--- src/rtl/window_gen.sv ---
// ============================================================================
// Module   : window_gen
// Purpose  : Streaming 3x3 window generator over a raster pixel stream.
// Revision : 1.0 - initial release
// ============================================================================
`default_nettype none

module window_gen #(
  parameter int IMG_W = 8,
  parameter int IMG_H = 8
) (
  input  logic        clk,
  input  logic        rst,
  input  logic        frame_start,
  input  logic        pix_valid,
  input  logic [7:0]  pix_in,
  output logic        window_valid,
  output logic [71:0] window_out,
  output logic        frame_done
);

  localparam int CW = $clog2(IMG_W);
  localparam int RW = $clog2(IMG_H);

  localparam logic [CW-1:0] c_col_last = CW'(IMG_W - 1);
  localparam logic [RW-1:0] c_row_last = RW'(IMG_H - 1);
  localparam logic [CW-1:0] c_col_two  = CW'(2);
  localparam logic [RW-1:0] c_row_two  = RW'(2);

  logic [CW-1:0] r_col;
  logic [RW-1:0] r_row;
  logic [7:0]    r_lb0 [IMG_W];
  logic [7:0]    r_lb1 [IMG_W];
  logic [71:0]   r_win;

  logic [CW-1:0] w_col;
  logic [RW-1:0] w_row;
  logic [CW-1:0] w_col_next;
  logic [RW-1:0] w_row_next;
  logic [7:0]    w_top;
  logic [7:0]    w_mid;
  logic [71:0]   w_win_next;
  logic          w_last_col;
  logic          w_last_row;
  logic          w_emit;

  // frame_start retargets the current pixel to (0,0) before anything else looks at position
  always_comb begin
    w_col      = frame_start ? '0 : r_col;
    w_row      = frame_start ? '0 : r_row;
    w_last_col = (w_col == c_col_last);
    w_last_row = (w_row == c_row_last);
    w_emit     = (w_col >= c_col_two) && (w_row >= c_row_two);
    w_top      = r_lb1[w_col];
    w_mid      = r_lb0[w_col];
    w_win_next = {r_win[63:48], w_top, r_win[39:24], w_mid, r_win[15:0], pix_in};
    w_col_next = w_last_col ? '0 : w_col + CW'(1);
    w_row_next = w_row;
    if (w_last_col) begin
      w_row_next = w_last_row ? '0 : w_row + RW'(1);
    end
  end

  always_ff @(posedge clk) begin
    if (rst) begin
      r_col        <= '0;
      r_row        <= '0;
      r_win        <= '0;
      window_valid <= 1'b0;
      window_out   <= '0;
      frame_done   <= 1'b0;
    end else begin
      window_valid <= 1'b0;
      frame_done   <= 1'b0;
      if (pix_valid) begin
        r_col      <= w_col_next;
        r_row      <= w_row_next;
        r_win      <= w_win_next;
        frame_done <= w_last_col && w_last_row;
        if (w_emit) begin
          window_valid <= 1'b1;
          window_out   <= w_win_next;
        end
      end else if (frame_start) begin
        r_col <= '0;
        r_row <= '0;
      end
    end
  end

  // Line buffers carry no reset; row/col gating keeps stale data out of emitted windows
  always_ff @(posedge clk) begin
    if (pix_valid && !rst) begin
      r_lb1[w_col] <= r_lb0[w_col];
      r_lb0[w_col] <= pix_in;
    end
  end

endmodule

`default_nettype wire

--- config.mk ---
export PLATFORM = sky130hd
export DESIGN_NAME = window_gen
export DESIGN_NICKNAME = d
export VERILOG_FILES = /design/src/rtl/window_gen.sv
export SDC_FILE = /design/constraint.sdc
export NUM_CORES = 1
export LEC_CHECK = 0
export BUFFER_PORTS_ARGS = -buffer_cell sky130_fd_sc_hd__buf_2
export CAP_MARGIN = 20
export CORE_AREA = 2 2 155 157
export DETAILED_ROUTE_END_ITERATION = 12
export DIE_AREA = 0 0 157 159
export PLACE_DENSITY_LB_ADDON = 0.15
export SLEW_MARGIN = 20
export SYNTH_ARGS = -nofsm -noshare
export SYNTH_HDL_FRONTEND = slang
export SYNTH_SLANG_ARGS = --single-unit
--- constraint.sdc ---
create_clock -name clk -period 3.5 [get_ports clk]
set_input_delay 0 -clock clk [delete_from_list [all_inputs] [get_ports clk]]
set_output_delay 0 -clock clk [all_outputs]
set_load 0.05 [all_outputs]
**Word-level counts from Yosys, hierarchy flattened**

Memory sizes are Yosys's and may differ from the RTL's.
Cells that the tools add are included.

- Output and inout bits: 74
- Memory bits (writable): 128
- Logic and storage cells: 31
- Flip-flop bits (word level): 144
- Memories: 2
- Input bits: 12

Memories:

| name | depth | bits a word | read ports | clocked after memory_dff | write ports | line | source |
|---|---|---|---|---|---|---|---|
| r_lb0 | 8 | 8 | 1 | 0 | 1 | 32 | `logic [7:0] r_lb0 [IMG_W];` |
| r_lb1 | 8 | 8 | 1 | 0 | 1 | 33 | `logic [7:0] r_lb1 [IMG_W];` |

- Equal/unequal tests: 2
- Reduce and logical (&&, ||, !) cells: 6
- Muxes and demuxes: 10
- Bitwise operators: 1
- Order comparisons: 2
- $add $sub $neg: 2

Operator list:

| operator | count |
|---|---|
| $mux W3 | 7 |
| $add A3 B1 Y3 const B | 2 |
| $eq A3 B3 Y1 const B | 2 |
| $ge A3 B2 Y1 const B | 2 |
| $logic_and A1 B1 Y1 | 3 |
| $mux W1 | 3 |
| $reduce_and A2 Y1 | 1 |
| $reduce_or A2 Y1 | 1 |
| $logic_not A1 Y1 | 1 |
| $not A1 Y1 | 1 |

**Depth between registers and ports, before layout**

Gate-level depths: netlist of run 1.

- Word-level depth: 5
- Gate-level depth with buffers: 9
- Mapped depth without buffers: 6

**Least setup slack after synthesis of run 1**

No wires, ideal clock.

- Kind: register to register
- Start point: register r_col[2]
- End point: memory r_lb0[2][0] (enable)
- Arrival time: 2.691 ns
- Cell stages (with the launch flop): 5
- Period minus slack after synthesis: 3.127 ns
- Setup slack: 0.373 ns
- Library setup time: 0.436 ns
- Cells stage by stage: dfxtp_1 -> buf_6 -> or3b_1 -> buf_6 -> nor4b_1

- Word-level cells in the longest chain between the ends: 1

Ends and longest elaborated chain:

| element | line | source |
|---|---|---|
| start: declaration | 30 | `logic [CW-1:0] r_col;` |
| start signal: assignment | 76 | `r_col <= w_col_next;` |
| $mux W3 | -- |  |
| end: declaration | 32 |  |

Every way passes these cells.

**Worst setup path after layout of run 1**

- Start point: register r_row[1]
- End point: register window_out[25]

- Word-level cells in the longest chain between the ends: 4

Ends and longest elaborated chain:

| element | line | source |
|---|---|---|
| start: declaration | 31 | `logic [RW-1:0] r_row;` |
| start signal: assignment | 77 | `r_row <= w_row_next;` |
| $mux W3 | -- |  |
| $ge A3 B2 Y1 | 53 | `w_emit = (w_col >= c_col_two) && (w_row >= c_row_two);` |
| $logic_and A1 B1 Y1 | 53 |  |
| $reduce_and A2 Y1 (no line) | -- |  |
| end signal: assignment | 82 | `window_out <= w_win_next;` |
| end: declaration | 18 | `output logic [71:0] window_out,` |

Every way passes these cells.
A chain may end at the register's enable or synchronous reset.

==> impl_summary.txt, run 1 <==
----------------------------------------------------
[Outcome]
  Run status ... finished clean

[Finish]
  Fraction of layout instances using a drive strength above 1 ... a little over a fifth
  Number of antenna cells inserted ... 0
  Finished Cell Area ... 0.0121 sq mm
  Net total in the final layout ... 904
  Post-synthesis to final-layout area growth ... 17.3%
  Count of filler cells inserted in the layout ... 1978

[Placed design]
  Cell Area, Placed ... between 0.01 and 0.015 sq mm
  Number of port buffers ... 85
  Post-placement worst setup slack ... about 1100 ps
  Final HPWL DP ... around 16000 microns
  Global placer's final weighted congestion ... approximately 0.8

[Worst setup path]
  Startpoint type of the worst setup path ... flop
  Peak fanout along the critical path ... 58
  Critical path arrival ... 2900 ps
  WP data required ... ~3900 ps
  Setup CP Type ... reg2reg
  Critical path endpoint category ... flop

[GRT]
  Global-route wire length before repair ... about 42000 microns
  GRT Total Usage ... about 22%
  Aggregate global routing overflow ... 0
  Largest net degree at the start of global routing ... 78
  Number of antenna violations at the first check in global routing ... 1
  Number of global-route vias before repair ... 7265

[Min path]
  Worst min-delay path category ... in2reg

[Timing]
  Worst-Margin Slew ... about 1000 ps
  Final-report hold violation count ... 0
  Worst Skew ... 7.83 ps
  Final setup violation count ... 0
  Final critical path time including I/O delays and setup ... roughly 2500 ps
  Final Cycle Share ... between 70% and 80%
  Final max-slew violation count ... 0
  Post-route setup slack ... around 1000 ps
  Setup TNS ... 0 ps
  RSZ-0062 raised after global routing ... false
  Relative slew margins ... 32.9%
  Peak Freq ... between 400 and 500 MHz

[Power]
  Total chip power ... ~6.8 mW
  Power density over the cells ... between 500 and 600 mW/mm^2
  Static power due to leakage ... around 4.3 nW
  Peak supply drop ... between 300 and 400 uV

[Detailed routing]
  Drc violations ... 0
  Number of violations reported at the end of detailed-routing iteration 0 ... between 500 and 600
  Detailed-routing iteration count for the pre-antenna-repair pass ... 5
  Final routed wire length divided by cell count ... between 20 and 25 microns
  Number of vias after detailed routing ... ~7000
  Via density ... 5.86
  Routed WL ... roughly 27000 microns
  Number of routed nets with antenna violations ... 0

[Yosys]
  Post-Syn Instances ... around 830
  Number of distinct library cell variants in the gate-level netlist after synthesis ... 43
  Sequential-to-total area share from yosys stat ... between 60% and 70%
  Number of warnings printed during yosys synthesis ... 0
  Average cell area after synthesis ... ~12 sq um
  Mapped Area ... 0.0103 sq mm
  Number of flip-flops and latches in the synthesized netlist ... roughly 260
  Post-Synthesis Net Count ... between 800 and 900

[Die]
  Die height ... 159 microns
  Row count ... 56
  Floorplan Core Area ... 0.0232 sq mm
  Count of pins on the block boundary ... 86
  Area of the die ... 0.0250 sq mm
  Initial core utilization ... 44.5%
  Die extent in x ... between 150 and 200 microns

[Clock tree]
  Number of setup buffers added after CTS ... 0
  TritonCTS Buffers ... 28
  Sink count of the clock tree ... approximately 260
  Clock root buffer master ... sky130_fd_sc_hd__clkbuf_16
  CTS clk-pin slew, worst paths ... 60 ps
  Count of cells resized by post-cts repair ... 0
  CTS tree ... done
  Maximum level of the CTS H-tree ... 1
  Max Root-Sink Buffers ... 3
  Quantity of hold-fixing buffers added after cts ... 10
  Later-pin clock latency in the skew report ... around 530 ps

[Job]
  MaxCap Viol Count ... 0

----------------------------------------------------
==> worst max-delay path: stages, from the launching register on <==
cell	delay [ps]
sky130_fd_sc_hd__dfxtp_1	390
sky130_fd_sc_hd__nor2b_1	270
sky130_fd_sc_hd__ha_1	270
sky130_fd_sc_hd__or3_2	370
sky130_fd_sc_hd__buf_4	570
sky130_fd_sc_hd__a31oi_1	160
sky130_fd_sc_hd__a311oi_1	300
==> cells by family after synthesis <==
logic type / count (synthesis) / share of synthesized area [%]
xor gates and xnor gates: 3 / 0.255
AOI/OAI and AO/OA: 226 / 15.3
and+or+nand+nor: 172 / 9.94
adders and majority gates: 4 / 0.485
muxes: 81 / 8.05
buffers and inverters: 90 / 3.90
DFF: 256 / 62.1
==> power by group <==
| part | internal [mW] | total, mW | switching (mW) |
|---|---|---|---|
| logic | 0.108 | 0.313 | 0.204 |
| clock network | 2.07 | 3.24 | 1.17 |
| registers | 3.20 | 3.26 | 0.0568 |
==> per-layer routing <==
layer	GRT usage [%]	wire, microns	vias to the layer above
li1	-	-	3343
met1	28.7	11600	3619
met2	37.0	13500	200
met3	2.94	1400	28
met4	5.75	427	0
met5	0	0	-
==> layout make-up <==
class	count	area (sq um)	area share [%]
flip-flops and latches	256	6410	52.9
multi-input cells	486	3570	29.5
clock buffers	40	858	7.09
repair buffers	115	678	5.60
well taps	319	399	3.30
clock inverters	11	190	1.57
inverters	1	3.75	0.0310
==> final timing paths <==
| check | from | endpoint | slack (ps) | depth (start not counted) |
|---|---|---|---|---|
| worst max-delay path | r_row[1] | window_out[25] | 1030 | 6 |
| worst max register to register | r_row[1] | window_out[25] | 1030 | 6 |
| worst min-delay path | pix_valid | r_row[2] | 80 | 4 |
| worst min register to register | window_out[64] | window_out[64] | 460 | 2 |
==> Yosys cell counts <==
library cell | number | area, sq um
sky130_fd_sc_hd__nand3_1 | 10 | 50.1
sky130_fd_sc_hd__nor3b_2 | 2 | 25.0
sky130_fd_sc_hd__nand4_1 | 56 | 350
sky130_fd_sc_hd__nand2_1 | 6 | 22.5
sky130_fd_sc_hd__buf_1 | 18 | 67.6
sky130_fd_sc_hd__or3_1 | 1 | 6.26
sky130_fd_sc_hd__and2_1 | 1 | 6.26
sky130_fd_sc_hd__a22oi_1 | 15 | 113
sky130_fd_sc_hd__a41oi_1 | 16 | 140
sky130_fd_sc_hd__o21bai_1 | 16 | 120
sky130_fd_sc_hd__nor4b_1 | 1 | 8.76
sky130_fd_sc_hd__nor3b_1 | 2 | 15.0
sky130_fd_sc_hd__a311oi_2 | 4 | 60.1
sky130_fd_sc_hd__nor2_1 | 38 | 143
sky130_fd_sc_hd__or2_2 | 2 | 12.5
sky130_fd_sc_hd__edfxtp_1 | 128 | 3840
sky130_fd_sc_hd__dfxtp_1 | 128 | 2560
sky130_fd_sc_hd__buf_2 | 25 | 125
sky130_fd_sc_hd__a21boi_0 | 1 | 7.51
sky130_fd_sc_hd__buf_4 | 3 | 22.5
sky130_fd_sc_hd__o21ai_0 | 16 | 80.1
sky130_fd_sc_hd__o31ai_1 | 56 | 420
sky130_fd_sc_hd__mux2i_1 | 65 | 651
sky130_fd_sc_hd__nand3b_2 | 1 | 11.3
sky130_fd_sc_hd__mux2_2 | 16 | 180
sky130_fd_sc_hd__nor3_2 | 2 | 20.0
sky130_fd_sc_hd__o22a_1 | 16 | 140
sky130_fd_sc_hd__or3b_1 | 2 | 17.5
sky130_fd_sc_hd__buf_6 | 3 | 33.8
sky130_fd_sc_hd__nor4_1 | 2 | 12.5
sky130_fd_sc_hd__clkbuf_1 | 40 | 150
sky130_fd_sc_hd__a31oi_1 | 16 | 100
sky130_fd_sc_hd__ha_1 | 4 | 50.1
sky130_fd_sc_hd__and4b_1 | 1 | 10.0
sky130_fd_sc_hd__nand2b_1 | 3 | 18.8
sky130_fd_sc_hd__xor2_1 | 1 | 8.76
sky130_fd_sc_hd__nor3_1 | 5 | 25.0
sky130_fd_sc_hd__nor2b_1 | 21 | 131
sky130_fd_sc_hd__inv_1 | 1 | 3.75
sky130_fd_sc_hd__a21oi_1 | 58 | 290
sky130_fd_sc_hd__a311oi_1 | 12 | 105
sky130_fd_sc_hd__xnor2_1 | 2 | 17.5
sky130_fd_sc_hd__and3b_1 | 16 | 140
==> state kept, by name, summed over array words and instances (netlist names) <==
register      cells
window_valid      1
r_lb1            64
window_out       72
r_col             3
r_lb0            64
frame_done        1
r_row             3
r_win            48
==> cells in the final DEF, fill, tap and decap left out, drive strengths merged, types with 2 or more instances in the layout <==
master	instances
edfxtp	128
dfxtp	128
buf	105
mux2i	65
a21oi	58
nand4	56
o31ai	56
clkbuf	40
nor2	38
nor2b	21
and3b	16
o21ai	16
mux2	16
o22a	16
o21bai	16
a41oi	16
a31oi	16
a311oi	16
a22oi	15
nand3	10
dlygate4sd3	10
nor3	7
nand2	6
bufinv	5
ha	4
nor3b	4
clkinv	4
nand2b	3
or3b	2
or2	2
xnor2	2
inv	2
nor4	2
==> metrics by stage <==
step,util (%),std cells,hold slack [ps]
4_1_cts,52.2,1228,66.1
3_3_place_gp,47.2,1167,327
5_1_grt,52.2,1228,120
3_5_place_dp,47.2,1167,362
6_report,52.2,1228,82.7
2_1_floorplan,-,832,98.9
Power figures use the tool's default switching activity.
==> inputs of run 2 (changes only) <==
Clock period 3.5 ns to 2.6 ns, I/O delays scaled along.
==> run 2 against run 1 <==
  * Setup slack lost 670 ps
  * Sequential share of layout area increased by 0.41 points
  * Hold slack improved by 68 ps
  * Wire length increased by 0.71%
  * Critical endpoint is now r_lb1[2][1]
  * Largest power group unchanged
==> impl_summary.txt, run 2 (synthesized netlist as in run 1, its figures left out) <==
----------------------------------------------------
[Outcome]
  Run status ... finished clean

[Placed design]
  Global placer's final weighted congestion ... 0.839
  Post-placement worst setup slack ... 390 ps
  Number of port buffers ... 85
  Number of placed instances with taps included ... 1175
  Final HPWL DP ... about 17000 microns

[GRT]
  Global-route wire length before repair ... around 43000 microns
  Aggregate global routing overflow ... 0
  GRT Total Usage ... 21.9%
  Number of global-route vias before repair ... about 7300
  Largest net degree at the start of global routing ... between 60 and 70
  Number of antenna violations at the first check in global routing ... 0

[Timing]
  Worst slack on hold paths ... approximately 150 ps
  RSZ-0062 raised after global routing ... false
  Relative slew margins ... between 40 and 50%
  Worst Skew ... around 9 ps
  Worst-Margin Slew ... 792 ps
  Post-route setup slack ... 362 ps
  Final setup violation count ... 0
  Peak Freq ... between 400 and 500 MHz
  Final Cycle Share ... between 80 and 90%
  Final critical path time including I/O delays and setup ... ~2200 ps
  Final max-slew violation count ... 0
  Final-report hold violation count ... 0

[Detailed routing]
  Number of violations reported at the end of detailed-routing iteration 0 ... a little over 500
  Routed WL ... ~27000 microns
  Drc violations ... 0
  Detailed-routing iteration count for the pre-antenna-repair pass ... 5
  Final routed wire length divided by cell count ... between 20 and 25 microns
  Via density ... approximately 5.9
  Number of vias after detailed routing ... slightly above 7000
  Number of routed nets with antenna violations ... 0

[Power]
  Peak supply drop ... roughly 370 uV
  Total chip power ... 8.48 mW
  Power density over the cells ... just over 700 mW/mm^2
  Static power due to leakage ... 4.30 nW

[Finish]
  Post-route insts no fill ... about 1200
  Fraction of layout instances using a drive strength above 1 ... 20.5%
  Number of antenna cells inserted ... 0
  Most frequent standard cell in the layout excluding fill and tap cells ... sky130_fd_sc_hd__edfxtp_1
  Registers with the most flip-flops ... window_out: 72 flops, r_lb0: 64 flops, r_lb1: 64 flops
  Most frequent cells in the layout ... 128 x sky130_fd_sc_hd__edfxtp_1, 127 x sky130_fd_sc_hd__dfxtp_1, 84 x sky130_fd_sc_hd__buf_2
  Flip-flop count of the largest register, all copies and words added ... a little over 70
  Net total in the final layout ... between 900 and 1000
  Top register by number of flip-flops ... window_out
  Count of filler cells inserted in the layout ... just over 2000
  Post-synthesis to final-layout area growth ... 16.4%

[Min path]
  Endpoint of the worst hold path ... r_win[31]
  Worst hold path depth ... 3
  Worst min-delay path category ... in2reg
  Worst min-delay path startpoint ... pix_valid

[Die]
  Floorplan Core Area ... around 0.023 sq mm
  Die height ... 159 microns
  Initial core utilization ... between 40 and 50%
  Area of the die ... ~0.025 sq mm
  Row count ... 56
  Count of pins on the block boundary ... 86
  Die extent in x ... around 160 microns

[Worst setup path]
  Start of the worst register-to-register path ... r_col[1]
  Startpoint type of the worst setup path ... flop
  Number of cell instances on the worst register-to-register path ... 3
  Peak fanout along the critical path ... 16
  Critical path arrival ... about 2400 ps
  Reg-to-Reg End ... r_lb1[2][1]
  Reg-to-reg setup timing slack ... between 300 and 400 ps
  WP data required ... 2790 ps
  Critical path endpoint category ... flop
  Setup CP Type ... reg2reg

[Clock tree]
  Clock root buffer master ... sky130_fd_sc_hd__clkbuf_16
  Later-pin clock latency in the skew report ... 520 ps
  TritonCTS Buffers ... 27
  Maximum level of the CTS H-tree ... 1
  Sink count of the clock tree ... ~260
  Count of cells resized by post-cts repair ... 0
  Number of setup buffers added after CTS ... 0
  Max Root-Sink Buffers ... 3
  CTS tree ... done
  CTS clk-pin slew, worst paths ... around 60 ps

[Job]
  MaxCap Viol Count ... 0

----------------------------------------------------
run 2: cell count changes in the layout (fill, tap and decap cells not counted):
cell,before,now
sky130_fd_sc_hd__clkbuf_16,30,27
sky130_fd_sc_hd__clkbuf_8,7,2
sky130_fd_sc_hd__nor4_2,1,0
sky130_fd_sc_hd__bufinv_16,5,2
sky130_fd_sc_hd__clkinv_1,0,5
sky130_fd_sc_hd__buf_12,0,3
sky130_fd_sc_hd__buf_4,21,26
sky130_fd_sc_hd__clkbuf_1,3,7
sky130_fd_sc_hd__nor4_4,0,1
run 2: cell type report:
type                       count  area [sq um]  share of cell area (%)
clock buffer                  36           729                    6.07
clock inverter                13           119                   0.989
inverter                       1          3.75                  0.0312
multi-input combinational    486          3580                    29.8
sequential                   256          6410                    53.4
tap                          319           399                    3.32
timing repair buffer         123           776                    6.46
run 2: worst max-delay path by stage:
| stage | slack, ps | cells after the start | start | endpoint |
|---|---|---|---|---|
| 4_1_cts | 370 | 3 | r_col[1] | r_lb1[2][1] |
| 3_3_place_gp | 440 | 3 | r_col[1] | r_lb0[2][7] |
| 5_1_grt | 280 | 3 | r_col[2] | r_lb1[0][0] |
| 3_5_place_dp | 390 | 3 | r_col[1] | r_lb0[2][3] |
| 6_report | 360 | 3 | r_col[1] | r_lb1[2][1] |
| 2_1_floorplan | -20 | 6 | r_col[0] | r_lb0[0][0] |
run 2: per-stage QoR:
step / instance area, sq um / TNS (ps) / util [%]
after floorplan: 10300 / -332 / -
after global placement: 11100 / 0 / 47.7
after detailed placement: 11100 / 0 / 47.7
after CTS: 12000 / 0 / 51.8
after global routing: 12000 / 0 / 51.8
final: 12000 / 0 / 51.8
run 2: where the power goes:
group	total (mW)	switching [mW]	internal (mW)
Sequential	4.38	0.0678	4.31
Combinational	0.444	0.292	0.153
Clock	3.65	1.49	2.16
run 2: critical path: stages, from the launching register on:
cell,delay (ps)
sky130_fd_sc_hd__dfxtp_1,680
sky130_fd_sc_hd__or3b_1,610
sky130_fd_sc_hd__nor4b_2,270
sky130_fd_sc_hd__buf_4,340
run 2: metal layers:
metal / GRT usage, % / wire length, microns / up-vias
met5: 0 / 0 / -
met4: 8.01 / 893 / 0
met3: 3.08 / 1300 / 58
met2: 36.4 / 13300 / 223
met1: 29.3 / 11600 / 3603
li1: - / - / 3369
run 2: repair_timing:
item	CTS	global route
hold endpoints to repair	91	0
setup endpoints to repair	0	0
hold buffers	10	0
